File: src/rtl/serializer_ddr_stream.sv
// serializer_ddr_stream: double-buffered parallel-to-serial engine emitting SDR/DDR bit groups per lane
// plus a clock lane, filling empty word slots with an idle or repeated word.
module serializer_ddr_stream #(
    parameter int NUM_CHANNELS = 3,
    parameter int WORD_WIDTH = 10,
    parameter bit DDR = 1'b1,
    parameter bit LSB_FIRST = 1'b1,
    parameter logic [WORD_WIDTH-1:0] CLOCK_PATTERN = 10'b0000011111,
    parameter logic [WORD_WIDTH-1:0] IDLE_WORD = 10'b1101010100,
    parameter bit REPEAT_ON_UNDERRUN = 1'b0,
    localparam int B = DDR ? 2 : 1,
    localparam int N = WORD_WIDTH / B
) (
    input  logic                               clk_pixel_x5,
    input  logic                               reset,
    input  logic                               enable,
    input  logic [NUM_CHANNELS*WORD_WIDTH-1:0] in_data,
    input  logic                               in_valid,
    output logic                               in_ready,
    output logic [NUM_CHANNELS*B-1:0]          ser_out,
    output logic [B-1:0]                       ser_clock,
    output logic                               word_start,
    output logic                               underrun,
    output logic [15:0]                        underrun_count
);
    localparam int SW = $clog2(N);

    if (WORD_WIDTH % B != 0 || N < 2) begin : g_bad_cfg
        $error("serializer_ddr_stream: WORD_WIDTH must split into at least two groups of B bits");
    end

    typedef enum logic {IDLE, RUN} state_t;

    state_t                                   state, state_n;
    logic [SW-1:0]                            slot, slot_n;
    logic [NUM_CHANNELS*WORD_WIDTH-1:0]       hold, hold_n;
    logic                                     hold_valid, hold_valid_n;
    logic [NUM_CHANNELS-1:0][WORD_WIDTH-1:0]  last, last_n, shift, shift_n;
    logic [WORD_WIDTH-1:0]                    cshift, cshift_n;
    logic [NUM_CHANNELS*B-1:0]                ser_out_n;
    logic [B-1:0]                             ser_clock_n;
    logic [15:0]                              count_n;
    logic                                     load, stop, fill;

    // Shift registers hold words in transmit order so the next group is always at the bottom.
    function automatic logic [WORD_WIDTH-1:0] order(input logic [WORD_WIDTH-1:0] w);
        for (int i = 0; i < WORD_WIDTH; i++) order[i] = LSB_FIRST ? w[i] : w[WORD_WIDTH-1-i];
    endfunction

    always_comb begin
        load = state == IDLE ? (enable && hold_valid) : (slot == SW'(N-1) && enable);
        stop = state == RUN && slot == SW'(N-1) && !enable;
        fill = load && !hold_valid;
        state_n = load ? RUN : stop ? IDLE : state;
        slot_n = (state == RUN && !load && !stop) ? slot + 1'b1 : '0;
        hold_n = (in_valid && in_ready) ? in_data : hold;
        hold_valid_n = (in_valid && in_ready) || (hold_valid && !load);
        last_n = (load && hold_valid) ? hold : last;
        cshift_n = load ? order(CLOCK_PATTERN) : state == RUN ? cshift >> B : cshift;
        shift_n = shift;
        ser_out_n = '0;
        for (int c = 0; c < NUM_CHANNELS; c++) begin
            shift_n[c] = load ? order(hold_valid ? hold[c*WORD_WIDTH +: WORD_WIDTH] :
                                      REPEAT_ON_UNDERRUN ? last[c] : IDLE_WORD) :
                         state == RUN ? shift[c] >> B : shift[c];
            ser_out_n[c*B +: B] = state_n == RUN ? shift_n[c][B-1:0] : '0;
        end
        ser_clock_n = state_n == RUN ? cshift_n[B-1:0] : '0;
        count_n = (fill && underrun_count != 16'hFFFF) ? underrun_count + 16'd1 : underrun_count;
    end

    always_ff @(posedge clk_pixel_x5 or posedge reset) begin
        if (reset) begin
            state          <= IDLE;
            slot           <= '0;
            hold           <= '0;
            hold_valid     <= 1'b0;
            last           <= {NUM_CHANNELS{IDLE_WORD}};
            shift          <= '0;
            cshift         <= '0;
            ser_out        <= '0;
            ser_clock      <= '0;
            word_start     <= 1'b0;
            underrun       <= 1'b0;
            underrun_count <= '0;
        end else begin
            state          <= state_n;
            slot           <= slot_n;
            hold           <= hold_n;
            hold_valid     <= hold_valid_n;
            last           <= last_n;
            shift          <= shift_n;
            cshift         <= cshift_n;
            ser_out        <= ser_out_n;
            ser_clock      <= ser_clock_n;
            word_start     <= load;
            underrun       <= fill;
            underrun_count <= count_n;
        end
    end

    assign in_ready = !hold_valid;
endmodule

File: config.mk
export PLATFORM = sky130hd
export DESIGN_NAME = serializer_ddr_stream
export DESIGN_NICKNAME = d
export VERILOG_FILES = /design/src/rtl/serializer_ddr_stream.sv
export SDC_FILE = /design/constraint.sdc
export NUM_CORES = 1
export LEC_CHECK = 0
export BUFFER_PORTS_ARGS = -buffer_cell sky130_fd_sc_hd__buf_2
export CAP_MARGIN = 20
export CORE_ASPECT_RATIO = 0.5
export CORE_MARGIN = 1.5
export CORE_UTILIZATION = 51
export DETAILED_ROUTE_END_ITERATION = 8
export HOLD_SLACK_MARGIN = 0.05
export PLACE_DENSITY = 0.75
export REMOVE_ABC_BUFFERS = 1
export SYNTH_ARGS = -nofsm -noshare
export SYNTH_HDL_FRONTEND = slang
export SYNTH_SLANG_ARGS = --single-unit
File: constraint.sdc
create_clock -name clk_pixel_x5 -period 2.7 [get_ports clk_pixel_x5]
set_input_delay 0.27 -clock clk_pixel_x5 [delete_from_list [all_inputs] [get_ports clk_pixel_x5]]
set_output_delay 0.27 -clock clk_pixel_x5 [all_outputs]
set_load 0.01 [all_outputs]
# == Yosys cells after proc, flatten, opt, wreduce, memory -nomap -nowiden ==
# Index checks and enable logic that the tools add are counted.
# totals
register_bits,101
in_bits,34
out_inout_bits,27
elab_cells,56
# op_classes
n_addsub,2
n_eq_ne,2
muxes,19
n_reduce_logical,16
# ops
op,n
$mux 10,11
$add 16x1->16 const B,1
$ne 16x16->1 const B,1
$logic_and 1x1->1,10
$mux 2,4
$logic_not 1->1,4
$add 3x1->3 const B,1
$eq 3x3->1 const B,1
$mux 1,3
$mux 3,1
$reduce_bool 2->1,1
$logic_or 1x1->1,1

# == Depth between registers and ports, before layout ==
# depth
depth_word,7
mapped_depth,8
depth_no_buf,6

# == Worst setup path before layout ==
# Ideal clock, no wire load.
# synth_path
path_type,flip-flop to flip-flop
start,reg underrun_count[7]
end,reg underrun_count[1]
setup_ns,0.125
arrival_time_ns,1.618
t_required_ns,2.575
slack_ns,0.958
path_stages_with_launch,6
n_path_buf,1
period_less_slack_ns,1.742
path_cell_list,dfrtp_1 nand4_1 or3_1 buf_2 o21ai_2 mux2_2
# synth_via
elab_chain_cells,2
# synth_rtl
item,line,rtl
start: declaration,24,output logic [15:0] underrun_count
start signal: assignment,98,underrun_count <= count_n;
$ne 16x16->1,69,count_n = (fill && underrun_count != 16'hFFFF) ? underrun_count + 16'd1 : underrun_count;
$logic_and 1x1->1,69,
# Every way passes these cells.
# A chain may end at the register's enable or synchronous reset.

# == Worst setup path after layout ==
# layout_path
start,reg slot[0]
end,reg underrun_count[14]
# layout_via
elab_chain_cells,5
# layout_rtl
item,line,rtl
start: declaration,35,"logic [SW-1:0] slot, slot_n;"
start signal: assignment,88,slot <= slot_n;
$eq 3x3->1,51,load = state == IDLE ? (enable && hold_valid) : (slot == SW'(N-1) && enable);
$logic_and 1x1->1,51,
$mux 1,51,
$logic_and 1x1->1,53,fill = load && !hold_valid;
$logic_and 1x1->1,69,
# Every way passes these cells.

==> flow_summary.json <==
{
  "nFillCells": 644,
  "cp-end-kind": "flop",
  "post_cts_buffers": 0,
  "via_count": 2740,
  "drive_gt1_frac": 0.299,
  "multi_input_area_sq_um": 1560,
  "synth_cell_type_count": 40,
  "track_usage": 0.198,
  "clock_sinks": 96,
  "numPortBuffers": 60,
  "ys_warn_count": 0,
  "fp.coreArea_sq_um": 7540,
  "post-route-period-util": 0.782,
  "fmax_mhz": 473,
  "syn_inst": 336,
  "nets": 427,
  "grt_pass1_wl_mm": 12.8,
  "fin_tns_setup_ns": 0,
  "crit_path_max_incr_delay_ns": 0.76,
  "slew_viol_final": 0,
  "first_global_vias": 2757,
  "cp-start-kind": "flop",
  "drt_iter0_markers": 168,
  "hold_viol_final": 0,
  "overflow": 0,
  "rr_worst_depth": 6,
  "final_util": 0.634,
  "cts_tree": "built",
  "clock_latency_ns": 0.34,
  "cts_max_level": 3,
  "synth-edff-count": 0,
  "rsz0062_at_grt": "false",
  "clk_path_buf_depth": 2,
  "routed_wl_mm": 7.40,
  "numCtsBuffers": 9,
  "yosysTopAreaCellShare": 0.588,
  "seq_area_sq_um": 2400,
  "cp_num_cells": 6,
  "clk_pin_slew_ns": 0.06,
  "period_needed_ns": 2.11,
  "worstPathArrival_ns": 2.33,
  "synth-async-reset-ratio": 1.00,
  "synth-seq-cells": 96,
  "io-pin-count": 61,
  "ant_nets": 0,
  "status": "completed",
  "root_buffer": "clkbuf_16",
  "tightest_slew_ns": 0.824,
  "power_per_cell_area_nw_per_um2": 997,
  "yosys.area.top_type": "dfrtp_1",
  "layout_commonest_cell": "dfrtp_1",
  "worst-path-buf-inv": 1,
  "syn_to_final_growth_pct": 17.2,
  "relSlewSlack": 0.446,
  "cts_resized": 0,
  "row_count": 22,
  "clock-skew-final_ns": 0.00337,
  "die_x_microns": 130,
  "cts_hold_buf": 0,
  "hold_path_class": "in -> async",
  "p_leak_nw": 2.40,
  "crit_required_ns": 2.92,
  "dp_hpwl_mm": 4.79,
  "vdd_ir_drop_max_v": 0.000475,
  "critical_path_class": "reg -> reg",
  "die_h_microns": 66.3,
  "viasPerCell": 5.45,
  "avgRoutedWirePerCell_microns": 14.7,
  "synth_area_per_cell_sq_um": 12.2,
  "drc": 0,
  "grt_start_max_net_pins": 74,
  "gp_congestion": 0.812,
  "reg2reg_from": "slot[0]",
  "cp_slowest_cell": "nor4_1",
  "synth.cell_area_sq_um": 4080,
  "start_util": 0.541,
  "die_area_sq_um": 8580,
  "crit_chain": "inv_1, ha_1, nand4_2, nor4_1, nand4_1, xnor2_1",
  "cp-startpoint": "slot[0]",
  "first_pass_iters": 4,
  "cpLargestDelayFamily": "simple AND/OR/NAND/NOR gates",
  "timing.final.setup_violations": 0,
  "ys.flop_type": "dfrtp_1",
  "maxCapViolations": 0,
  "final_cell_mix": "dfrtp_1 (95), buf_2 (60), a21oi_1 (41), mux2_2 (31), mux2i_1 (24)",
  "synth_area_leaders": "dfrtp_1 (59%), mux2_2 (8.6%), mux2i_1 (5.9%), a21oi_1 (5.0%), o31a_1 (1.9%)",
  "antennaDiodeCount": 0,
  "synth_seq_area_share": 0.588,
  "antenna_found_initial": 0,
  "cp_max_fo": 6
}
## registers in the layout, summed over array words and instances (netlist names)
signal          cells
cshift              5
hold               30
hold_valid          1
ser_clock           2
ser_out             6
shift              30
slot                3
state               1
underrun            1
underrun_count     16
word_start          1
## per-layer routing
metal  global-route usage  share of wire
met5                    0              0
met4               0.0861          0.015
met3               0.0542          0.039
met2                0.334           0.49
met1                0.241           0.46
## cell usage after synthesis, drive strengths merged (3+ instances only)
| library cell | number |
|---|---|
| dfrtp | 96 |
| a21oi | 41 |
| mux2 | 31 |
| mux2i | 24 |
| buf | 16 |
| nand2 | 15 |
| inv | 10 |
| nor3 | 9 |
| o31a | 9 |
| xnor2 | 9 |
| nand2b | 8 |
| a211oi | 6 |
| clkbuf | 6 |
| nand4 | 6 |
| and3 | 5 |
| nand3 | 5 |
| o21ai | 5 |
| nor2 | 4 |
| o211ai | 4 |
| a31oi | 3 |
| ha | 3 |
| nor2b | 3 |
| nor3b | 3 |
| nor4 | 3 |
| xor2 | 3 |
## through the flow
| step | setup WS [ns] | power (W) | hold WS, ns | instances | area [sq um] |
|---|---|---|---|---|---|
| global placement | 0.763 | 0.00350 | 0.440 | 487 | 4500 |
| CTS | 0.644 | 0.00484 | 0.0947 | 503 | 4780 |
| floorplan | -1.68 | 0.00321 | 0.422 | 314 | 3990 |
| global route | 0.381 | 0.00511 | 0.132 | 503 | 4780 |
| detailed placement | 0.672 | 0.00360 | 0.452 | 487 | 4500 |
| finish | 0.587 | 0.00477 | 0.0694 | 503 | 4780 |
## final timing paths
check / slack (ns) / end
setup reg to reg: 0.59 / underrun_count[14]
setup / recovery: 0.59 / underrun_count[14]
hold reg to reg: 0.45 / slot[0]
max in group asynchronous: 1.99 / hold[9]
hold / removal: 0.07 / ser_out[3]
min in group clk_pixel_x5: 0.16 / hold[17]
## power breakdown
group / switching, W / total (W) / leakage, nW / internal, W
clock network: 0.000500 / 0.00122 / 0.134 / 0.000717
registers: 0.000299 / 0.00227 / 1.23 / 0.00197
logic: 0.000623 / 0.00129 / 1.04 / 0.000663
## kinds of logic (layout without fill, tap and decap cells)
kind of cell / after synthesis / after routing / synth area share
buffers and inverters: 32 / 91 / 0.0328
adder cells (fa/ha/maj): 3 / 3 / 0.00919
AO/OA/AOI/OAI: 71 / 71 / 0.105
multiplexers: 55 / 55 / 0.144
flip-flops: 96 / 96 / 0.588
AND/OR/NAND/NOR: 67 / 67 / 0.0941
XOR/XNOR: 12 / 12 / 0.0257
## final cells by class
cell class | count | share of cell area
inverters | 10 | 0.00837
clock inverters | 3 | 0.00889
well taps | 108 | 0.0282
repair buffers | 65 | 0.0758
flip-flops and latches | 96 | 0.502
clock buffers | 13 | 0.0502
multi-input cells | 208 | 0.326
Power figures use the tool's default switching activity.
